[config.mk]
export PLATFORM = sky130hd
export DESIGN_NAME = series_controller
export DESIGN_NICKNAME = d
export VERILOG_FILES = /design/src/rtl/series_controller_pkg.sv /design/src/rtl/series_controller.sv
export SDC_FILE = /design/constraint.sdc
export NUM_CORES = 1
export LEC_CHECK = 0
export ABC_AREA = 1
export BUFFER_PORTS_ARGS = -buffer_cell sky130_fd_sc_hd__buf_2
export CORE_AREA = 2 2 79 81
export DETAILED_ROUTE_END_ITERATION = 8
export DIE_AREA = 0 0 81 83
export GPL_TIMING_DRIVEN = 1
export SETUP_SLACK_MARGIN = 0.05
export SLEW_MARGIN = 20
export SYNTH_ARGS = -nofsm -noshare
export SYNTH_HDL_FRONTEND = slang
export SYNTH_SLANG_ARGS = --single-unit
[constraint.sdc]
create_clock -name clk -period 2.2 [get_ports clk]
set_clock_uncertainty 0.15 [all_clocks]
set_input_delay 0.33 -clock clk [delete_from_list [all_inputs] [get_ports clk]]
set_output_delay 0.33 -clock clk [all_outputs]
set_load 0.02 [all_outputs]
[src/rtl/series_controller_pkg.sv]
// Shared encodings for the series-approximation controller: ALU opcodes, FSM
// states, operand/write-enable codes and the state-to-control decode.
package series_ctrl_pkg;

    localparam logic [2:0] OP_ADD_ONE  = 3'd0;
    localparam logic [2:0] OP_SUB_ONE  = 3'd1;
    localparam logic [2:0] OP_ADD_SUB  = 3'd2;
    localparam logic [2:0] OP_MULTIPLY = 3'd3;
    localparam logic [2:0] OP_ALU_IDLE = 3'd4;
    localparam logic [2:0] OP_PASS_A   = 3'd5;

    typedef enum logic [3:0] {
        S_IDLE,
        S_PREP,
        S_WB,
        S_ACC,
        S_INC,
        S_MULT,
        S_WB2,
        S_CHECK,
        S_DONE
    } state_e;

    localparam logic [2:0] SRC_NONE = 3'd0;
    localparam logic [2:0] SRC_X    = 3'd1;
    localparam logic [2:0] SRC_Y    = 3'd2;
    localparam logic [2:0] SRC_X1   = 3'd3;
    localparam logic [2:0] SRC_N    = 3'd4;

    localparam int WR_X1        = 0;
    localparam int WR_X1_N      = 1;
    localparam int WR_X1_N_MULT = 2;
    localparam int WR_Y         = 3;
    localparam int WR_N         = 4;
    localparam int WR_SIGMA     = 5;

    localparam logic [1:0] CAUSE_NONE  = 2'd0;
    localparam logic [1:0] CAUSE_CONV  = 2'd1;
    localparam logic [1:0] CAUSE_LIMIT = 2'd2;
    localparam logic [1:0] CAUSE_ABORT = 2'd3;

    localparam logic MODE_LN  = 1'b0;
    localparam logic MODE_EXP = 1'b1;

    typedef struct packed {
        logic       busy;
        logic       done;
        logic [2:0] alu_op;
        logic [2:0] src_a;
        logic       x1_n_to_alu_b;
        logic       sigma_to_alu;
        logic [5:0] wren;
        logic       check;
    } ctrl_t;

    // Moore decode; first_mult marks the cycle that latches n and sigma.
    function automatic ctrl_t ctrl_decode(input state_e st, input logic mode,
                                          input logic first_mult);
        ctrl_t c;
        c        = '0;
        c.alu_op = OP_ALU_IDLE;
        c.busy   = (st != S_IDLE);
        case (st)
            S_PREP: begin
                c.src_a  = SRC_X;
                c.alu_op = (mode == MODE_EXP) ? OP_PASS_A : OP_SUB_ONE;
            end
            S_WB: begin
                c.wren[WR_X1]   = 1'b1;
                c.wren[WR_X1_N] = 1'b1;
            end
            S_ACC: begin
                c.src_a         = SRC_Y;
                c.x1_n_to_alu_b = 1'b1;
                c.sigma_to_alu  = (mode == MODE_LN);
                c.alu_op        = OP_ADD_SUB;
            end
            S_INC: begin
                c.src_a      = SRC_N;
                c.alu_op     = OP_ADD_ONE;
                c.wren[WR_Y] = 1'b1;
            end
            S_MULT: begin
                c.src_a          = SRC_X1;
                c.x1_n_to_alu_b  = 1'b1;
                c.alu_op         = OP_MULTIPLY;
                c.wren[WR_N]     = first_mult;
                c.wren[WR_SIGMA] = first_mult && (mode == MODE_LN);
            end
            S_WB2:   c.wren[WR_X1_N_MULT] = 1'b1;
            S_CHECK: c.check = 1'b1;
            S_DONE:  c.done  = 1'b1;
            default: ;
        endcase
        return c;
    endfunction

endpackage

[src/rtl/series_controller.sv]
// Sequencer for the shared ALU/register file computing ln(x) or exp(x) by
// series expansion, with iteration limit, convergence and abort termination.
module series_controller
    import series_ctrl_pkg::*;
#(
    parameter int ITER_W      = 8,
    parameter int MULT_CYCLES = 1
) (
    input  logic              clk,
    input  logic              rst,
    input  logic              start_i,
    input  logic              abort_i,
    input  logic              mode_i,
    input  logic [ITER_W-1:0] max_iter_i,
    input  logic              converged_i,
    output logic              busy_o,
    output logic              done_o,
    output logic [1:0]        term_cause_o,
    output logic [ITER_W-1:0] iter_o,
    output logic [2:0]        alu_op_o,
    output logic [2:0]        src_a_o,
    output logic              x1_n_to_alu_b_o,
    output logic              sigma_to_alu_o,
    output logic [5:0]        wren_o,
    output logic              check_for_termination_o
);

    localparam int                WAIT_W    = $clog2(MULT_CYCLES) + 1;
    localparam logic [WAIT_W-1:0] WAIT_INIT = WAIT_W'(MULT_CYCLES - 1);
    localparam logic [ITER_W-1:0] ITER_MAX  = '1;

    state_e            state_q, state_d;
    logic              mode_q, mode_d;
    logic [ITER_W-1:0] max_iter_q, max_iter_d;
    logic [ITER_W-1:0] iter_q, iter_d;
    logic [1:0]        cause_q, cause_d;
    logic [WAIT_W-1:0] wait_q, wait_d;
    ctrl_t             ctrl_q, ctrl_d;

    always_comb begin
        state_d    = state_q;
        mode_d     = mode_q;
        max_iter_d = max_iter_q;
        iter_d     = iter_q;
        cause_d    = cause_q;
        wait_d     = wait_q;

        case (state_q)
            S_IDLE: begin
                if (start_i) begin
                    mode_d     = mode_i;
                    max_iter_d = max_iter_i;
                    iter_d     = '0;
                    cause_d    = CAUSE_NONE;
                    state_d    = S_PREP;
                end
            end
            S_PREP: state_d = S_WB;
            S_WB:   state_d = S_ACC;
            S_ACC:  state_d = S_INC;
            S_INC: begin
                wait_d  = WAIT_INIT;
                state_d = S_MULT;
            end
            S_MULT: begin
                if (wait_q == '0) begin
                    state_d = S_WB2;
                end else begin
                    wait_d = wait_q - WAIT_W'(1);
                end
            end
            S_WB2: begin
                if (iter_q != ITER_MAX) begin
                    iter_d = iter_q + ITER_W'(1);
                end
                state_d = S_CHECK;
            end
            S_CHECK: begin
                if (converged_i) begin
                    cause_d = CAUSE_CONV;
                    state_d = S_DONE;
                end else if ((max_iter_q != '0) && (iter_q == max_iter_q)) begin
                    cause_d = CAUSE_LIMIT;
                    state_d = S_DONE;
                end else begin
                    state_d = S_ACC;
                end
            end
            S_DONE:  state_d = S_IDLE;
            default: state_d = S_IDLE;
        endcase

        // Abort overrides every other exit, but only while a run is active.
        if (abort_i && (state_q != S_IDLE) && (state_q != S_DONE)) begin
            state_d = S_DONE;
            cause_d = CAUSE_ABORT;
        end

        // Outputs are decoded from the next state so the registered copy
        // lines up with the state it describes.
        ctrl_d = ctrl_decode(state_d, mode_d, wait_d == WAIT_INIT);
    end

    always_ff @(posedge clk) begin
        mode_q     <= mode_d;
        max_iter_q <= max_iter_d;
        if (rst) begin
            state_q <= S_IDLE;
            iter_q  <= '0;
            cause_q <= CAUSE_NONE;
            wait_q  <= '0;
            ctrl_q  <= ctrl_decode(S_IDLE, MODE_LN, 1'b0);
        end else begin
            state_q <= state_d;
            iter_q  <= iter_d;
            cause_q <= cause_d;
            wait_q  <= wait_d;
            ctrl_q  <= ctrl_d;
        end
    end

    assign busy_o                  = ctrl_q.busy;
    assign done_o                  = ctrl_q.done;
    assign alu_op_o                = ctrl_q.alu_op;
    assign src_a_o                 = ctrl_q.src_a;
    assign x1_n_to_alu_b_o         = ctrl_q.x1_n_to_alu_b;
    assign sigma_to_alu_o          = ctrl_q.sigma_to_alu;
    assign wren_o                  = ctrl_q.wren;
    assign check_for_termination_o = ctrl_q.check;
    assign term_cause_o            = cause_q;
    assign iter_o                  = iter_q;

endmodule
; ---- After elaboration in Yosys (flattened, before gate mapping)
; Index checks and enable logic that the tools add are counted.
[op_classes]
addsub = 2
n_eq_ne = 22
mux = 26
bitwise_logic = 4
n_reduce_logical = 16
[ops]
columns = op, count
row1 = $eq 4x3->1 const B, 8
row2 = $pmux 4 s8, 1
row3 = $pmux 6 s4, 1
row4 = $mux 4, 5
row5 = $eq 4x2->1 const B, 4
row6 = $mux 8, 2
row7 = $pmux 8 s2, 1
row8 = $mux 2, 5
row9 = $add 8x1->8 const B, 1
row10 = $eq 4x1->1 const B, 2
row11 = $eq 8x8->1, 1
row12 = $mux 1, 8
row13 = $ne 4x4->1 const B, 2
row14 = $ne 8x8->1 const B, 1
row15 = $reduce_bool 4->1, 2
row16 = $reduce_bool 8->1, 1
row17 = $reduce_and 3->1, 2
row18 = $reduce_or 2->1, 3
row19 = $eq 4x4->1 const B, 1
row20 = $logic_and 1x1->1, 4
row21 = $logic_not 4->1, 1
row22 = $ne 2x2->1 const B, 2
row23 = $not 1->1, 4
row24 = $pmux 2 s2, 1
row25 = other kinds (7), 7
[totals]
register_bits = 41
input_bits = 14
output_inout_bits = 27
elab_cells = 85

; ---- Depth between registers and ports, before layout
; Gate-level depths: netlist of run 1.
[logic_depth]
depth_word = 9
depth_mapped = 13
ltp_nobuf = 13

; ---- Worst setup path after synthesis of run 1
; OpenSTA, ideal clock, no wires.
[synth_timing]
path_kind = register to register
startpoint = register iter_q[0], in the netlist iter_o[0]
endpoint = register iter_q[4], in the netlist iter_o[4]
setup_time_ns = 0.115
arrival_time_ns = 1.570
t_required_ns = 1.935
setup_slack_ns = 0.365
path_stages_with_launch = 10
path_buffers = 0
period_less_slack_ns = 1.835
cell_sequence = dfxtp_1 -> ha_1 -> nand2_1 -> nor2_2 -> a31oi_2 -> nor2_4 -> nor2_4 -> nand2_1 -> xor2_1 -> nor2_1
[synth_via]
elab_chain_cells = 3
word_cells_on_any_way = 6
cone_classes = add/sub: 1 / eq/ne: 2 / mux: 2 / reduce/logical: 1
[synth_lines]
columns = element, line_no
row1 = from (decl), series_controller.sv:35  ; logic [ITER_W-1:0] iter_q, iter_d;
row2 = from (signal assigned), series_controller.sv:115  ; iter_q <= iter_d;
row3 = $add 8x1->8 or $ne 8x8->1 (tied branches), "series_controller.sv:74, series_controller.sv:73"
row4 = $mux 8 or $ne 2x2->1 (tied branches), n/a
row5 = $pmux 8 s2 or $reduce_and 3->1 (tied branches), n/a
; Several ways; a longest one is shown, not always the timed one. The select of a mux whose other input is x is not followed.
; A chain may end at the register's enable or synchronous reset.

; ---- Worst setup path in the final report of run 1
; Ends and elaborated chain as after synthesis.

==> reports/metrics.cfg, run 1 <==
[outcome]
run_status=complete, no violations

[clocking]
numCtsBuffers=5
cts_resized=0
clkSinkCount=37
tritoncts=done
clk_path_buf_depth=2
htreeDepth=2
clk_latency_ps=280
cts.reportedPaths.clkPinSlew_ps=70
post_cts_buffers=0
cts_hold_buffers=0
clockRootBuffer=clkbuf_8

[power]
leakagePower_uw=0.00103
p_per_area_nw_per_um2=997
power_uw=2100
worst_ir_drop_vdd_mv=0.399

[synthesis]
syn_area_per_cell_sq_um=8.32
yosysUniqueCellTypes=30
synth_xor_area_frac=0.0203
muxShareOfSynthArea=0
synth_seq_cells=37
synth_edf_count=8
synth_top_flop_cell=dfxtp_1
synth-simple-area-share=0.344
syn_nets=222
synth_top_area_frac=0.337
yosys.area.top_type=dfxtp_1
ys_top_cells_by_area=dfxtp_1, edfxtp_1, nand2_1
synthAdderAreaFrac=0.00727
yosysWarnings=0
synth-async-reset-ratio=0
synthCells=207
synth_top_family_by_area=simple AND/OR/NAND/NOR gates
synth-seq-area-share=0.477
synth_compound_area_frac=0.0640
netlist_area_sq_um=1720

[global_route]
grt_pass1_vias=1257
grt_use_total=0.109
grt_overflow=0
grt_start_max_net_pins=14
grt_antenna_before_repair=0
grt_pass1_wl_um=5710

[detailed_routing]
wl_um=3270
wl_per_cell_um=10.0
antenna_left=0
drtIter0Drc=71
vias=1351
first_pass_iters=4
vias_per_cell=4.14
drc=0

[timing]
hold_viol_final=0
maxSlewHeadroom=0.826
timing.setup.tns_ps=0
min_period_ps=1810
fmax_ghz=0.553
worst_slew_pin_slew_ps=262
period_share=0.822
setup_viol=0
final-max-slew-violation-count=0
rsz0062_at_grt=false

[cells_and_area]
drive_gt1_frac=0.303
diodes=0
syn_to_final_growth_pct=22.3
fin_nets=265
fin_area_sq_um=2110
nFillCells=623

[flow_run]
max_cap_violations=0

[hold_path]
min-delay-start=max_iter_i[0]
min_path_cells=1
min_path_type=in2reg
holdPathEnd=max_iter_q[0]$_DFFE_PP_

[worst_setup_path]
required_ps=2220
r2r_end=iter_o[4]$_SDFFE_PP0P_
arrival_ps=1830
r2r_start=iter_o[0]$_SDFFE_PP0P_
rr_worst_depth=9
cp-start-kind=register
regToRegSetupSlack_ps=390
cp-end-kind=register
crit_type=reg2reg
critPathMaxFanout=6

[floorplanning]
pin_count=41
die_y_um=83
coreArea_sq_um=5820
start_util=0.296
rows=28
die_w_um=81
die_area_sq_um=6720

[placed_design]
place.gp.congestion=0.770
placed_area_sq_um=1990
place.port_buffers=40
hpwl_um=2620

## worst max path at each step
stage	start	to	slack (ps)	depth (start not counted)
2_1_floorplan	iter_o[0]$_SDFFE_PP0P_	iter_o[4]$_SDFFE_PP0P_	360	9
3_3_place_gp	iter_o[1]$_SDFFE_PP0P_	iter_o[4]$_SDFFE_PP0P_	440	9
3_5_place_dp	iter_o[1]$_SDFFE_PP0P_	iter_o[4]$_SDFFE_PP0P_	400	9
4_1_cts	iter_o[0]$_SDFFE_PP0P_	iter_o[4]$_SDFFE_PP0P_	380	9
5_1_grt	iter_o[0]$_SDFFE_PP0P_	iter_o[6]$_SDFFE_PP0P_	220	8
6_report	iter_o[0]$_SDFFE_PP0P_	iter_o[4]$_SDFFE_PP0P_	390	9
## through the flow
stage          setup WS, ps  std cells  hold slack (ps)   util
4_1_cts                 383        326             57.2  0.362
3_5_place_dp            404        318              298  0.342
2_1_floorplan           365        207              279      -
5_1_grt                 220        326             57.7  0.362
3_3_place_gp            440        318              298  0.342
6_report                392        326             69.3  0.362
## cells by family after synthesis
logic type | after synthesis
buf+inv | 35
simple gates | 112
fa+ha+maj | 1
flops | 37
xor+xnor | 4
compound gates | 18
## sequential cells by signal, indices dropped and copies added (netlist names)
name                     cells
mode_q                       1
iter_o                       8
done_o                       1
sigma_to_alu_o               1
wren_o                       5
src_a_o                      1
term_cause_o                 2
alu_op_o                     3
check_for_termination_o      1
wait_q                       1
state_q                      4
max_iter_q                   8
busy_o                       1
## critical path: stages (launching register included)
cell and delay [ps]:
dfxtp_1 430, ha_1 200, nand2_1 110, nor2_2 170
a31oi_2 120, nor2_4 210, nor2_4 50, nand2_1 70
xor2_1 140, nor2_1 50
## power breakdown
group / internal, uW / total (uW) / switching, uW
clock network: 369 / 597 / 227
logic: 215 / 636 / 421
registers: 804 / 867 / 63.2
## area by class of cell
class	instances	area [sq um]	area share
sequential	37	821	0.390
multi-input combinational	135	751	0.357
timing repair buffer	42	215	0.102
inverter	29	109	0.0517
tap	75	93.8	0.0446
clock buffer	7	86.3	0.0410
clock inverter	1	30.0	0.0143
## synthesized netlist by cell type (all sizes together) (2+ instances only)
cell type and count:
xnor2 3, dfxtp 29, nor3 8, nor2 35
o21ai 4, nand4 4, edfxtp 8, a211oi 2
nand3 12, a21oi 9, buf 5, inv 29
nand2 53
## per-layer routing
| metal | track usage | up-vias | routed length (um) |
|---|---|---|---|
| met5 | 0 | - | 0 |
| met4 | 0.0555 | 0 | 75 |
| met3 | 0.0250 | 5 | 125 |
| met2 | 0.166 | 27 | 1490 |
| met1 | 0.142 | 585 | 1580 |
| li1 | - | 734 | - |
## cell usage in the layout (no fill, tap or decap), types with 2 or more instances in the layout
master    netlist  layout
a21oi_1         9       9
inv_2           2       2
inv_1          27      27
nand3_2         7       7
buf_2           0      40
nor3_1          6       6
a211oi_1        2       2
xnor2_1         3       3
nand3_1         4       4
nor2_4          6       6
o21ai_0         3       3
nand2_1        48      48
buf_4           5       2
clkbuf_8        0       6
dfxtp_1        29      29
nand2_2         4       4
nor2_2          2       2
edfxtp_1        8       8
nand4_1         3       3
nor2_1         27      27
(Power assumes the default switching activity.)
==> inputs of run 2 (changes only) <==
==> constraint.sdc (replaced) <==
create_clock -name clk -period 1.6 [get_ports clk]
set_clock_uncertainty 0.15 [all_clocks]
set_input_delay 0.24 -clock clk [delete_from_list [all_inputs] [get_ports clk]]
set_output_delay 0.24 -clock clk [all_outputs]
set_load 0.02 [all_outputs]
==> reports/metrics.cfg, run 2 (synthesis gave the netlist of run 1 again) <==
[outcome]
run_status=complete, but fails checks
violations=setup timing

[detailed_routing]
vias=1518
first_pass_iters=4
wl_per_cell_um=10.8
vias_per_cell=4.20
wl_um=3900
antenna_left=0
drc=0
drtIter0Drc=74

[cells_and_area]
diodes=0
final_cell_mix=nand2_1, buf_2, buf_4
syn_to_final_growth_pct=45.6
final_util=0.431
final_common_cell=nand2_1
fin_nets=300
drive_gt1_frac=0.472

[clocking]
clk_path_buf_depth=2
cts.reportedPaths.clkPinSlew_ps=70
tritoncts=done
numCtsBuffers=5
clkSinkCount=37
htreeDepth=2
clk_latency_ps=290
clockRootBuffer=clkbuf_8

[power]
worst_ir_drop_vdd_mv=0.528
p_per_area_nw_per_um2=1210
leakagePower_uw=0.00123

[timing]
setup_slack_ps=-51.5
worst_slew_pin_slew_ps=279
rsz0062_at_grt=true
setup_viol=11
maxSlewHeadroom=0.814
period_share=1.03
whs_ps=39.4
fmax_ghz=0.606
min_period_ps=1650
final-max-slew-violation-count=0
hold_viol_final=0

[floorplanning]
die_w_um=81
die_y_um=83
start_util=0.296
die_area_sq_um=6720
pin_count=41
rows=28
coreArea_sq_um=5820

[global_route]
grt_antenna_before_repair=0
grt_use_total=0.120
grt_overflow=0
grt_pass1_vias=1404
grt_pass1_wl_um=6360
grt_start_max_net_pins=13

[worst_setup_path]
crit_type=reg2reg
critPathMaxFanout=5
required_ps=1640
cpPeakStageDelay_ps=410
arrival_ps=1690
crit_chain=buf_4 > nor2_2 > nand4_1 > nand3_2 > nand2_2 > nand2_4 > nand2_1 > nor2_2 > nand3_2 > nand2_1 > inv_1
cp-start-kind=register
crit_slowest_cell=edfxtp_1
cp-end-kind=register

[hold_path]
min_path_type=in2reg

[flow_run]
max_cap_violations=0

[placed_design]
hpwl_um=2910
place.port_buffers=40
place.gp.congestion=0.836

## run 2: changes by cell type in the layout (fill, tap and decap cells not counted), sizes merged
| cell | delta |
|---|---|
| inv | +1 |
| buf | +27 |
| clkbuf | -2 |
| dlygate4sd3 | +8 |
| clkinv | +2 |
| bufinv | -1 |
## run 2: worst max-delay path, delay by kind of cell (launching register included)
kind | cells | cell delay (ps)
and+or+nand+nor | 9 | 810
DFF | 1 | 410
buffers and inverters | 2 | 180
## run 2: metrics by stage
step	area, sq um	setup TNS [ps]	std cells	total power (uW)	setup WS [ps]
after floorplan	1770	0	207	1910	10.8
after global placement	2150	-58.9	334	2150	-37.3
after detailed placement	2150	-115	334	2160	-36.3
after CTS	2370	-219	352	2870	-42.5
after global routing	2510	-3140	361	3220	-203
final	2510	-251	361	3020	-51.5
## run 2: cell type report
class                      count  area, sq um
clock buffer                   5         68.8
clock inverter                 3         16.3
fill                         578         3310
inverter                      29          109
multi-input combinational    135          871
sequential                    37          843
tap                           75         93.8
timing repair buffer          77          505
## run 2: timing repair
| action | in CTS | in global routing |
|---|---|---|
| resized for setup | 8 | 24 |
| buffers inserted | 2 | 9 |
| setup endpoints to repair | 23 | 34 |
| hold buffers | 8 | 0 |
| hold endpoints to repair | 8 | 0 |
| pin swaps | 1 | 7 |
## run 2: path summary, 6_finish.rpt
kind,startpoint,end,depth (start not counted),slack [ps]
worst max register to register,max_iter_q[0]$_DFFE_PP_,busy_o$_SDFF_PP0_,11,-50
worst min register to register,term_cause_o[1]$_SDFFE_PP0P_,term_cause_o[1]$_SDFFE_PP0P_,2,310
worst min-delay path,mode_i,alu_op_o[2]$_SDFF_PP1_,3,40
worst max-delay path,max_iter_q[0]$_DFFE_PP_,busy_o$_SDFF_PP0_,11,-50
## run 2: routing by layer
layer,global-route usage,up-vias,wire length [um]
met4,0.0586,0,88
li1,-,807,-
met3,0.0239,8,132
met5,0,-,0
met1,0.162,675,1830
met2,0.182,28,1840
## run 2: power breakdown
part / switching, uW / total, uW / internal, uW
Combinational: 697 / 1160 / 467
Clock: 354 / 656 / 302
Sequential: 93.7 / 1200 / 1110
Total: 1140 / 3020 / 1880
==> inputs of run 3 (changes only) <==
--- a/config.mk
+++ b/config.mk
@@ -11,6 +11,7 @@
 export DETAILED_ROUTE_END_ITERATION = 8
 export DIE_AREA = 0 0 81 83
 export GPL_TIMING_DRIVEN = 1
+export REMOVE_ABC_BUFFERS = 1
 export SETUP_SLACK_MARGIN = 0.05
 export SLEW_MARGIN = 20
 export SYNTH_ARGS = -nofsm -noshare
==> reports/metrics.cfg, run 3 (synthesis gave the netlist of run 1 again) <==
[cells_and_area]
regArea_sq_um=830
final_cell_mix=nand2_1, buf_2, inv_1
drive_gt1_frac=0.421
fin_nets=294
final_common_cell=nand2_1
syn_to_final_growth_pct=40.6
nFillCells=604
multiInputGateArea_sq_um=842
diodes=0
final_util=0.416

[timing]
worst_slew_pin_slew_ps=314
whs_ps=38.9
setup_slack_ps=-49.6
hold_viol_final=0
final-max-slew-violation-count=0
fmax_ghz=0.606
rsz0062_at_grt=true
maxSlewHeadroom=0.790
min_period_ps=1650
setup_viol=11
timing.setup.tns_ps=-310
period_share=1.03

[power]
power_uw=2870
sw_frac_of_total=0.368
seqPwrFrac=0.417
power.net_switching_uw=1060
worst_ir_drop_vdd_mv=0.536
p_int_uw=1810
p_per_area_nw_per_um2=1180
leakagePower_uw=0.00118
p_comb_frac=0.371
p_clk_frac=0.212

[global_route]
top_usage_layer=met2
grt_util_met2=0.195
grt_use_total=0.120
grt_overflow=0
grt_start_max_net_pins=14
grt_pass1_wl_um=6390
grtUsageMet3=0.0283
grt_pass1_vias=1400
grt_use_met1=0.153
grt_antenna_before_repair=0

[worst_setup_path]
crit_chain=buf_6 > xnor2_2 > nand2_1 > nor2_1 > nand3_2 > nand3_4 > nand3_4 > nand2_4 > nand3_2 > nand2_1 > inv_1
cp-end-kind=register
cp-start-kind=register
cpPeakStageDelay_ps=340
critPathMaxFanout=5
crit_type=reg2reg
required_ps=1630
crit_slowest_cell=dfxtp_2
arrival_ps=1680

[placed_design]
place.gp.congestion=0.825
place.port_buffers=40
pre_cts_ws_ps=-57.0
hpwl_um=2800

[floorplanning]
die_area_sq_um=6720
die_w_um=81
pin_count=41
coreArea_sq_um=5820
die_y_um=83
start_util=0.296
rows=28

[detailed_routing]
wl_per_cell_um=10.5
wl_um=3720
drc=0
antenna_left=0
vias_per_cell=4.22
drtIter0Drc=58
vias=1498
first_pass_iters=4

[clocking]
cts.reportedPaths.clkPinSlew_ps=70
clk_path_buf_depth=2
tritoncts=done
clkSinkCount=37
clk_latency_ps=280
numCtsBuffers=5
clockRootBuffer=clkbuf_8
htreeDepth=2

[flow_run]
max_cap_violations=0

[outcome]
violations=setup timing
run_status=complete, but fails checks

[hold_path]
min_path_type=in2reg

-- run 3: cell count changes in the layout (fill, tap and decap cells not counted), moves of 2 or more --
cell,previous run,this run
a21oi_1,4,9
a21oi_2,5,0
buf_4,27,20
dfxtp_1,19,22
dfxtp_4,4,0
o21ai_0,1,3
o21ai_1,3,1
-- run 3: routing by layer --
| metal | share of wire | vias to the layer above |
|---|---|---|
| met4 | 0.017 | 0 |
| met5 | 0 | - |
| met2 | 0.48 | 24 |
| met1 | 0.47 | 668 |
| li1 | - | 801 |
| met3 | 0.036 | 5 |
-- run 3: path summary, 6_finish.rpt --
path / endpoint / slack (ps) / from / cells past startpoint
min: alu_op_o[2]$_SDFF_PP1_ / 40 / mode_i / 3
max reg2reg: busy_o$_SDFF_PP0_ / -50 / iter_o[0]$_SDFFE_PP0P_ / 11
max: busy_o$_SDFF_PP0_ / -50 / iter_o[0]$_SDFFE_PP0P_ / 11
min reg2reg: wait_q$_SDFF_PP0_ / 310 / wait_q$_SDFF_PP0_ / 2
-- run 3: cell type report --
type                            instances  area share
Clock buffer                            6      0.0300
Clock inverter                          2     0.00413
Inverter                               29      0.0450
Multi-Input combinational cell        135       0.348
Sequential cell                        37       0.343
Tap cell                               75      0.0388
Timing Repair Buffer                   71       0.192
-- run 3: stage by stage --
stage,cells,instance area [sq um]
finish,355,2420
CTS,355,2380
global route,355,2420
global placement,336,2120
floorplan,201,1680
detailed placement,336,2120
-- run 3: worst max-delay path, delay by kind of cell (launching register included) --
family        cells  cell delay [ps]
flops             1              340
simple gates      8              760
xor+xnor          1              130
buf+inv           2              170
-- run 3: what timing repair did --
item | in CTS | in global routing
endpoints found under the setup margin | 23 | 26
hold buffers | 8 | 0
pin swaps | 9 | 9
endpoints found under the hold margin | 8 | 0
buffers inserted | 3 | 0
resized for setup | 19 | 13
-- run 3: power groups by stage --
stage	Combinational (uW)	Clock (uW)	Sequential [uW]
after global placement	955	0	1200
after floorplan	537	0	1320
after detailed placement	957	0	1210
after CTS	1050	628	1200
final	1060	609	1200
after global routing	1170	671	1220
